## src/rtl/sfp_norm_if.sv

```systemverilog
// Row-in / result-out handshake bundle for the psum normalisation stage.
// The block uses the slave modport; its upstream/downstream driver uses master.
interface sfp_norm_if #(
    parameter int col     = 8,
    parameter int bw_psum = 20
);
    logic [bw_psum*col-1:0] in;
    logic                   in_valid;
    logic                   in_ready;
    logic [bw_psum+3:0]     sum_out;
    logic [bw_psum*col-1:0] out;
    logic                   out_valid;
    logic                   out_ready;

    modport master (
        output in, in_valid, out_ready,
        input  in_ready, sum_out, out, out_valid
    );

    modport slave (
        input  in, in_valid, out_ready,
        output in_ready, sum_out, out, out_valid
    );
endinterface

```

## src/rtl/sfp_norm.sv

```systemverilog
// Row |psum| sum followed by per-lane psum/sum fixed-point normalisation,
// using one restoring divider shared across lanes (one quotient bit per cycle).
module sfp_norm #(
    parameter int col     = 8,
    parameter int bw_psum = 20,
    parameter int frac    = 8
) (
    input  logic        clk,
    input  logic        reset,
    sfp_norm_if.slave   bus
);
    localparam int DW     = bw_psum + frac;
    localparam int SW     = bw_psum + 4;
    localparam int LANE_W = (col > 1) ? $clog2(col) : 1;
    localparam int ITER_W = (DW > 1) ? $clog2(DW) : 1;

    typedef enum logic [1:0] {IDLE, SUM, DIV, DONE} state_t;

    state_t                 state_reg, state_next;
    logic [bw_psum*col-1:0] row_reg;
    logic [bw_psum*col-1:0] out_reg;
    logic [SW-1:0]          sum_reg;
    logic [LANE_W-1:0]      lane_reg;
    logic [ITER_W-1:0]      iter_reg;
    logic [DW-1:0]          dvd_reg;
    logic [SW-1:0]          rem_reg;
    logic [bw_psum-1:0]     quot_reg;

    logic [bw_psum-1:0]     mag [col];
    logic                   neg [col];
    logic [DW-1:0]          dvd_init [col];
    logic [SW-1:0]          total;

    // Per-lane magnitude; the most negative value maps to 2^(bw_psum-1),
    // which still fits as an unsigned bw_psum-bit number.
    generate
        for (genvar gi = 0; gi < col; gi++) begin : g_lane
            logic [bw_psum-1:0] lane_val;
            assign lane_val      = row_reg[bw_psum*gi +: bw_psum];
            assign neg[gi]       = lane_val[bw_psum-1];
            assign mag[gi]       = neg[gi] ? (~lane_val + 1'b1) : lane_val;
            assign dvd_init[gi]  = {mag[gi], {frac{1'b0}}};
        end
    endgenerate

    always_comb begin
        total = '0;
        for (int i = 0; i < col; i++) begin
            total = total + {4'b0000, mag[i]};
        end
    end

    logic              lane_last, iter_last;
    logic [LANE_W-1:0] lane_nxt;
    assign lane_last = (lane_reg == LANE_W'(col - 1));
    assign iter_last = (iter_reg == ITER_W'(DW - 1));
    assign lane_nxt  = lane_last ? '0 : lane_reg + 1'b1;

    // One restoring step: shift in the next dividend bit and subtract if it fits.
    logic [SW:0]        trial;
    logic               ge;
    logic [SW-1:0]      diff, rem_step;
    logic [bw_psum-1:0] quot_step, lane_res;

    always_comb begin
        trial     = {rem_reg, dvd_reg[DW-1]};
        ge        = (trial >= {1'b0, sum_reg});
        diff      = trial[SW-1:0] - sum_reg;
        rem_step  = ge ? diff : trial[SW-1:0];
        quot_step = {quot_reg[bw_psum-2:0], ge};
        lane_res  = neg[lane_reg] ? (~quot_step + 1'b1) : quot_step;
    end

    always_ff @(posedge clk or posedge reset) begin
        if (reset) begin
            state_reg <= IDLE;
        end else begin
            state_reg <= state_next;
        end
    end

    always_comb begin
        state_next    = state_reg;
        bus.in_ready  = 1'b0;
        bus.out_valid = 1'b0;
        case (state_reg)
            IDLE: begin
                bus.in_ready = 1'b1;
                if (bus.in_valid) state_next = SUM;
            end
            SUM: begin
                state_next = (total == '0) ? DONE : DIV;
            end
            DIV: begin
                if (iter_last && lane_last) state_next = DONE;
            end
            DONE: begin
                bus.out_valid = 1'b1;
                if (bus.out_ready) state_next = IDLE;
            end
            default: state_next = IDLE;
        endcase
    end

    always_ff @(posedge clk or posedge reset) begin
        if (reset) begin
            row_reg  <= '0;
            out_reg  <= '0;
            sum_reg  <= '0;
            lane_reg <= '0;
            iter_reg <= '0;
            dvd_reg  <= '0;
            rem_reg  <= '0;
            quot_reg <= '0;
        end else begin
            case (state_reg)
                IDLE: begin
                    if (bus.in_valid) row_reg <= bus.in;
                end
                SUM: begin
                    // Lane 0 is preloaded here so DIV spends exactly DW cycles per lane.
                    sum_reg  <= total;
                    out_reg  <= '0;
                    lane_reg <= '0;
                    iter_reg <= '0;
                    dvd_reg  <= dvd_init[0];
                    rem_reg  <= '0;
                    quot_reg <= '0;
                end
                DIV: begin
                    if (iter_last) begin
                        out_reg[lane_reg*bw_psum +: bw_psum] <= lane_res;
                        lane_reg <= lane_nxt;
                        iter_reg <= '0;
                        dvd_reg  <= dvd_init[lane_nxt];
                        rem_reg  <= '0;
                        quot_reg <= '0;
                    end else begin
                        iter_reg <= iter_reg + 1'b1;
                        dvd_reg  <= {dvd_reg[DW-2:0], 1'b0};
                        rem_reg  <= rem_step;
                        quot_reg <= quot_step;
                    end
                end
                default: ;
            endcase
        end
    end

    assign bus.sum_out = sum_reg;
    assign bus.out     = out_reg;
endmodule

```

## src/flat_wrapper.sv

```systemverilog
// flat-port wrapper written by rule: the top's interface ports become plain ports
module sfp_norm_flat 
#(
    parameter int col     = 8,
    parameter int bw_psum = 20,
    parameter int frac    = 8
)
  (clk, reset, bus_in, bus_in_valid, bus_out_ready, bus_in_ready, bus_sum_out, bus_out, bus_out_valid);
  sfp_norm_if #(.col(col), .bw_psum(bw_psum)) bus_i ();
  input  logic clk;
  input  logic reset;
  input wire logic [$bits(bus_i.in)-1:0] bus_in;
  input wire logic [$bits(bus_i.in_valid)-1:0] bus_in_valid;
  input wire logic [$bits(bus_i.out_ready)-1:0] bus_out_ready;
  output wire logic [$bits(bus_i.in_ready)-1:0] bus_in_ready;
  output wire logic [$bits(bus_i.sum_out)-1:0] bus_sum_out;
  output wire logic [$bits(bus_i.out)-1:0] bus_out;
  output wire logic [$bits(bus_i.out_valid)-1:0] bus_out_valid;
  assign bus_i.in = bus_in;
  assign bus_i.in_valid = bus_in_valid;
  assign bus_i.out_ready = bus_out_ready;
  assign bus_in_ready = bus_i.in_ready;
  assign bus_sum_out = bus_i.sum_out;
  assign bus_out = bus_i.out;
  assign bus_out_valid = bus_i.out_valid;
  sfp_norm #(.col(col), .bw_psum(bw_psum), .frac(frac)) u_core (.clk(clk), .reset(reset), .bus(bus_i));
endmodule
```

## config.mk

```make
export PLATFORM = sky130hd
export DESIGN_NAME = sfp_norm_flat
export DESIGN_NICKNAME = d
export VERILOG_FILES = /design/src/rtl/sfp_norm_if.sv /design/src/rtl/sfp_norm.sv /design/src/flat_wrapper.sv
export SDC_FILE = /design/constraint.sdc
export NUM_CORES = 1
export LEC_CHECK = 0
export BUFFER_PORTS_ARGS = -buffer_cell sky130_fd_sc_hd__buf_4
export CORE_MARGIN = 4
export CORE_UTILIZATION = 55
export CTS_BUF_LIST = sky130_fd_sc_hd__clkbuf_16
export CTS_CLUSTER_DIAMETER = 60
export CTS_CLUSTER_SIZE = 14
export DETAILED_ROUTE_END_ITERATION = 16
export PLACE_DENSITY_LB_ADDON = 0.3
export SLEW_MARGIN = 20
export SYNTH_ARGS = -nofsm -noshare
export SYNTH_HDL_FRONTEND = slang
export SYNTH_SLANG_ARGS = --single-unit
```

## constraint.sdc

```tcl
create_clock -name clk -period 17.8 [get_ports clk]
set_input_delay 3.56 -clock clk [delete_from_list [all_inputs] [get_ports clk]]
set_output_delay 3.56 -clock clk [all_outputs]
set_load 0.02 [all_outputs]
```

== Yosys cells after proc, flatten, opt, wreduce, memory -nomap -nowiden ==
Index checks and enable logic that the tools add are counted.
Word-level totals
  bits in registers: 425
  output and inout bits: 186
  logic and storage cells: 99
Operators by class
  add/sub/neg operators: 20
  multipliers: 1
  magnitude comparators: 3
  equal/unequal tests: 9
  shifts and indexed selects: 2
  mux-type cells: 37
  bitwise gates (word level): 11
  reductions and logical operators: 7
Operator list (number)
  case mux 160 bit (2 select lines): 1
  adder 20 x 1 -> 20 bit (second input constant): 9
  2-to-1 mux 20 bit: 9
  inverter 20 bit: 9
  bitwise mux 160 bit: 1
  2-to-1 mux 160 bit: 1
  variable shift 20 x 34 -> 160 bit (first input constant): 1
  indexed part select 20 x 34 -> 160 bit: 1
  adder 24 x 20 -> 24 bit: 6
  binary-select mux 28 bit (select 3 bit): 1
  2-to-1 mux 28 bit: 3
  case mux 28 bit (2 select lines): 1
  2-to-1 mux 24 bit: 2
  case mux 24 bit (2 select lines): 1
  case mux 19 bit (2 select lines): 1
  negation 8 -> 34 bit: 1
  greater-or-equal comparator 25 x 24 -> 1 bit: 1
  zero test 24 bit: 1
  subtractor 24 bit: 1
  adder 20 x 20 -> 21 bit: 1
  2-to-1 mux 19 bit: 1
  case mux 5 bit (2 select lines): 1
  greater-or-equal comparator 4 bit (second input constant): 2
  inverter 3 -> 4 bit: 2
  21 further kinds: 32

== Longest topological paths before layout ==
  word-level depth: 13
  gate-level depth with buffers: 38
  gate-level depth less buffers: 38

== Worst setup path before layout ==
Ideal clock, no wire load.
  path kind: reg-to-reg
  start point: register u_core.row_reg[19]
  end point: register u_core.state_reg[0]
  library setup time: 0.095 ns
  arrival time: 8.334 ns
  required time: 17.705 ns
  path slack: 9.370 ns
  stages on the path, launching flop included: 35
  period minus slack after synthesis: 8.430 ns
  cells stage by stage: dfrtp_1 clkbuf_1 clkbuf_1 mux2i_1 inv_1 fa_1 a21o_1 a21oi_1 o21bai_1 maj3_1 a211o_2 a31o_2 a21o_1 o21ai_1 a21oi_1 xnor2_1 fa_1 fa_1 inv_1 fa_1 inv_1 fa_1 inv_1 ha_1 nand2_1 or2_2 inv_1 o211a_1 o211ai_1 o21ai_0 a21oi_1 xnor2_1 or4_1 or4_1 o31ai_1
On the way
  cells in the longest elaborated chain, start to end: 13
RTL lines
  start: declaration: RTL line sfp_norm.sv:20  | logic [bw_psum*col-1:0] row_reg;
  start signal: assignment: RTL line sfp_norm.sv:118  | if (bus.in_valid) row_reg <= bus.in;
  inverter 20 bit: RTL line sfp_norm.sv:41  | assign mag[gi] = neg[gi] ? (~lane_val + 1'b1) : lane_val;
  adder 20 x 1 -> 20 bit: RTL line sfp_norm.sv:41
  2-to-1 mux 20 bit (*): RTL line sfp_norm.sv:41
  adder 20 x 20 -> 21 bit (*): RTL line sfp_norm.sv:49  | total = total + {4'b0000, mag[i]};
  adder 24 x 20 -> 24 bit (*) (6 in series): RTL line sfp_norm.sv:49
  zero test 24 bit (*): RTL line sfp_norm.sv:92  | state_next = (total == '0) ? DONE : DIV;
  2-to-1 mux 1 bit (*): RTL line sfp_norm.sv:92
  case mux 2 bit (4 select lines) (*): RTL line sfp_norm.sv:86  | case (state_reg)
  end signal: assignment: RTL line sfp_norm.sv:78  | state_reg <= state_next;
  end: declaration: RTL line sfp_norm.sv:19  | state_t state_reg, state_next;
Every way passes the cells marked *; elsewhere a longest branch is shown, timed or not.
A chain may end at the register's enable or synchronous reset.

== Worst setup path in the final report ==
  start point: register u_core.row_reg[19]
  end point: register u_core.sum_reg[22], in the netlist u_core.bus.sum_out[22]
On the way
  cells in the longest elaborated chain, start to end: 10
RTL lines
  inverter 20 bit: RTL line sfp_norm.sv:41
  adder 20 x 1 -> 20 bit: RTL line sfp_norm.sv:41
  2-to-1 mux 20 bit (*): RTL line sfp_norm.sv:41
  adder 20 x 20 -> 21 bit (*): RTL line sfp_norm.sv:49
  adder 24 x 20 -> 24 bit (*) (6 in series): RTL line sfp_norm.sv:49
  end signal: assignment: RTL line sfp_norm.sv:122  | sum_reg <= total;
  end: declaration: RTL line sfp_norm.sv:22  | logic [SW-1:0] sum_reg;
Marked as above.

==> metrics.md <==
| Metric | Value |
|---|---|
| Initial antenna violation count | `1` |
| Clock edge transition at the registers on the reported setup and hold paths | `0.06 ns` |
| Share of post-route cells with drive strength above 1 | `19.7%` |
| Compound-cell area share of the yosys netlist | `18.0%` |
| Synth area leader | `dfrtp_1` |
| DP HPWL | `81,400 um` |
| First drt pass iteration count | `7` |
| IO Pins | `350` |
| Final nets | `3,703` |
| Peak Freq | `110 MHz` |
| Total number of vias | `25,800` |
| Critical Path Max Stage Delay | `0.75 ns` |
| Worst-path fanout max | `21` |
| Die area | `0.0553 mm^2` |
| Number of synthesized flops with an enable pin | `0` |
| Worst Setup End Kind | `flop` |
| Final period util | `51.2%` |
| Placed instance area | `0.0316 mm^2` |
| Setup TNS | `0 ns` |
| First DRT Iteration DRCs | `2,600` |
| Routed Antenna Nets | `0` |
| Starting Density | `55.5%` |
| Post-CTS sizing | `0` |
| CTS Sinks | `417` |
| Syn Area/Cell | `9.26 um^2` |
| Type of the most critical hold path | `reg -> reg` |
| Kind of critical path | `reg -> reg` |
| Root Buffer | `clkbuf_16` |
| Synth Register Bits | `417` |
| # rows | `83` |
| Simple-gate share of the synthesized area | `14.0%` |
| Max Slew Vio Count | `0` |
| Residual DRC count | `0` |
| Layout Skew | `0.0278 ns` |
| Postcts setup bufs | `0` |
| Yosys Warn Count | `0` |
| Area contributors post-synth | `dfrtp_1 37%, fa_1 7.1%, mux2_2 6.6%, o21ai_0 4.7%, nand2_1 4.3%` |
| Crit start category | `flop` |
| Number of setup violations in the final report | `0` |
| Fin. Hold Viols | `0` |
| Largest family of logic cells by synthesized area | `compound AO/OA/AOI/OAI gates` |
| Vias in the first global route | `25,200` |
| Remaining global-route overflow | `0` |
| Async SR Flop Fraction | `100%` |
| Worst path arrival time | `9.59 ns` |
| # hold bufs at CTS | `0` |
| Final WL | `104,000 um` |
| Cells after Synth | `3,065` |
| Avg WL per Cell | `25.7 um` |
| Buffers on Ports | `349` |
| Outcome | `complete, no violations` |
| Top FF cell, synth | `dfrtp_1` |
| Most common cell after layout, fill and taps aside | `dfrtp_1` |
| TritonCTS clock tree | `built` |
| Tightest Pin Transition | `1.27 ns` |
| H-tree depth | `2` |
| Hold WS | `0.497 ns` |
| Clock buffer depth | `3` |
| Synthesized net count | `3,420` |
| CTS Buf Count | `42` |
| RSZ-0062 raised after global routing | `false` |
| Flop-to-flop setup slack | `8.68 ns` |
| Top-area cell type share of the netlist area | `36.8%` |
| Worst endpoint required time | `18.27 ns` |
| XOR/XNOR Fraction of Synth Area | `6.78%` |
| GRT Util Overall | `36.4%` |
| Post-synthesis adder-cell area fraction | `11.2%` |
| Post-Syn Area | `0.0284 mm^2` |
| Core Box Area | `0.0512 mm^2` |
| Number of fill cells in the layout | `4,168` |
| Die Span Y | `235 um` |
| Most used cell, CP | `fa_1` |
| Design area | `0.0329 mm^2` |
| Sequential area share after synthesis | `36.8%` |
| Max_cap viols | `0` |
| Antenna Cells | `0` |
| Pre-CTS WS | `8.73 ns` |
| Minimum clock period | `9.12 ns` |
| Slew HR | `14.0%` |
| Fin worst setup slack | `8.68 ns` |
| Die X | `235 um` |
| Vias/cell | `6.37` |
| Netlist cell types | `83` |
| Multiplexer share of the synthesized area | `8.50%` |
| Largest net degree at the start of global routing | `117` |
| Most frequent cells in the layout | `417 x dfrtp_1, 380 x buf_4, 320 x nand2_1` |
| RePlAce Congestion | `1.01` |
| First-pass GRT wire length | `157,000 um` |
| Clock latency on the worst-skew pair | `0.60 ns` |
| Synth-to-Final Area Change | `16.0%` |
| CP max stage cell | `dfrtp_1` |
-- per-stage QoR --
stage / util, % / instances
2_1_floorplan: - / 3065
3_3_place_gp: 61.8 / 3984
3_5_place_dp: 61.8 / 3984
4_1_cts: 64.3 / 4046
5_1_grt: 64.3 / 4046
6_report: 64.3 / 4046
-- Yosys cell counts, types with 84 or more instances --
| cell type | number |
|---|---|
| dfrtp_1 | 417 |
| nand2_1 | 322 |
| o21ai_0 | 267 |
| inv_1 | 216 |
| nor2_1 | 183 |
| a21oi_1 | 180 |
| mux2_2 | 166 |
| nand3_1 | 135 |
| xnor2_1 | 134 |
| clkbuf_1 | 125 |
| fa_1 | 100 |
| ha_1 | 91 |
| xor2_1 | 84 |
-- area by class of cell --
cell class,count,area [um^2],area share [%]
Clock buffer,42,1050,3.19
Clock inverter,20,219,0.665
Inverter,219,830,2.52
Multi-Input combinational cell,2286,16700,50.6
Sequential cell,417,10400,31.7
Tap cell,680,851,2.58
Timing Repair Buffer,382,2880,8.73
-- per-layer routing --
metal | part of all wire, % | vias to the layer above | routed length, um | global-route usage [%]
li1 | - | 11400 | - | -
met1 | 40 | 12700 | 41300 | 48.6
met2 | 46 | 1355 | 48400 | 58.6
met3 | 8.3 | 271 | 8610 | 5.88
met4 | 5.6 | 2 | 5800 | 17.3
met5 | 0.012 | - | 12 | 0
-- critical path, delay by kind of cell, from the launching register on --
kind	cells	cell delay (ns)
adder cells (fa/ha/maj)	7	3.25
AO/OA/AOI/OAI	13	3.10
flip-flops	1	0.75
AND/OR/NAND/NOR	3	0.62
multiplexers	2	0.58
XOR/XNOR	2	0.44
buffers and inverters	4	0.27
-- kinds of logic (layout without fill, tap and decap cells) --
kind of cell    Yosys count  in the layout
compound gates          804            804
xor+xnor                219            219
fa+ha+maj               194            194
buf+inv                 362            663
flops                   417            417
mux                     209            209
simple gates            860            860
-- path summary, 6_finish.rpt --
path | from | depth (start not counted) | endpoint
max in group asynchronous | reset | 3 | u_core.row_reg[89]$_DFFE_PP0P_
min | u_core.bus.out[58]$_DFFE_PP0P_ | 2 | u_core.bus.out[58]$_DFFE_PP0P_
min in group asynchronous | reset | 2 | u_core.rem_reg[5]$_DFFE_PP0P_
max reg2reg | u_core.row_reg[19]$_DFFE_PP0P_ | 31 | u_core.bus.sum_out[22]$_DFFE_PP0P_
max | u_core.row_reg[19]$_DFFE_PP0P_ | 31 | u_core.bus.sum_out[22]$_DFFE_PP0P_
min reg2reg | u_core.bus.out[58]$_DFFE_PP0P_ | 2 | u_core.bus.out[58]$_DFFE_PP0P_
Power is left out: the tool's default activity adds up to more than one toggle a clock period on the data nets, which glitch-free logic cannot reach.
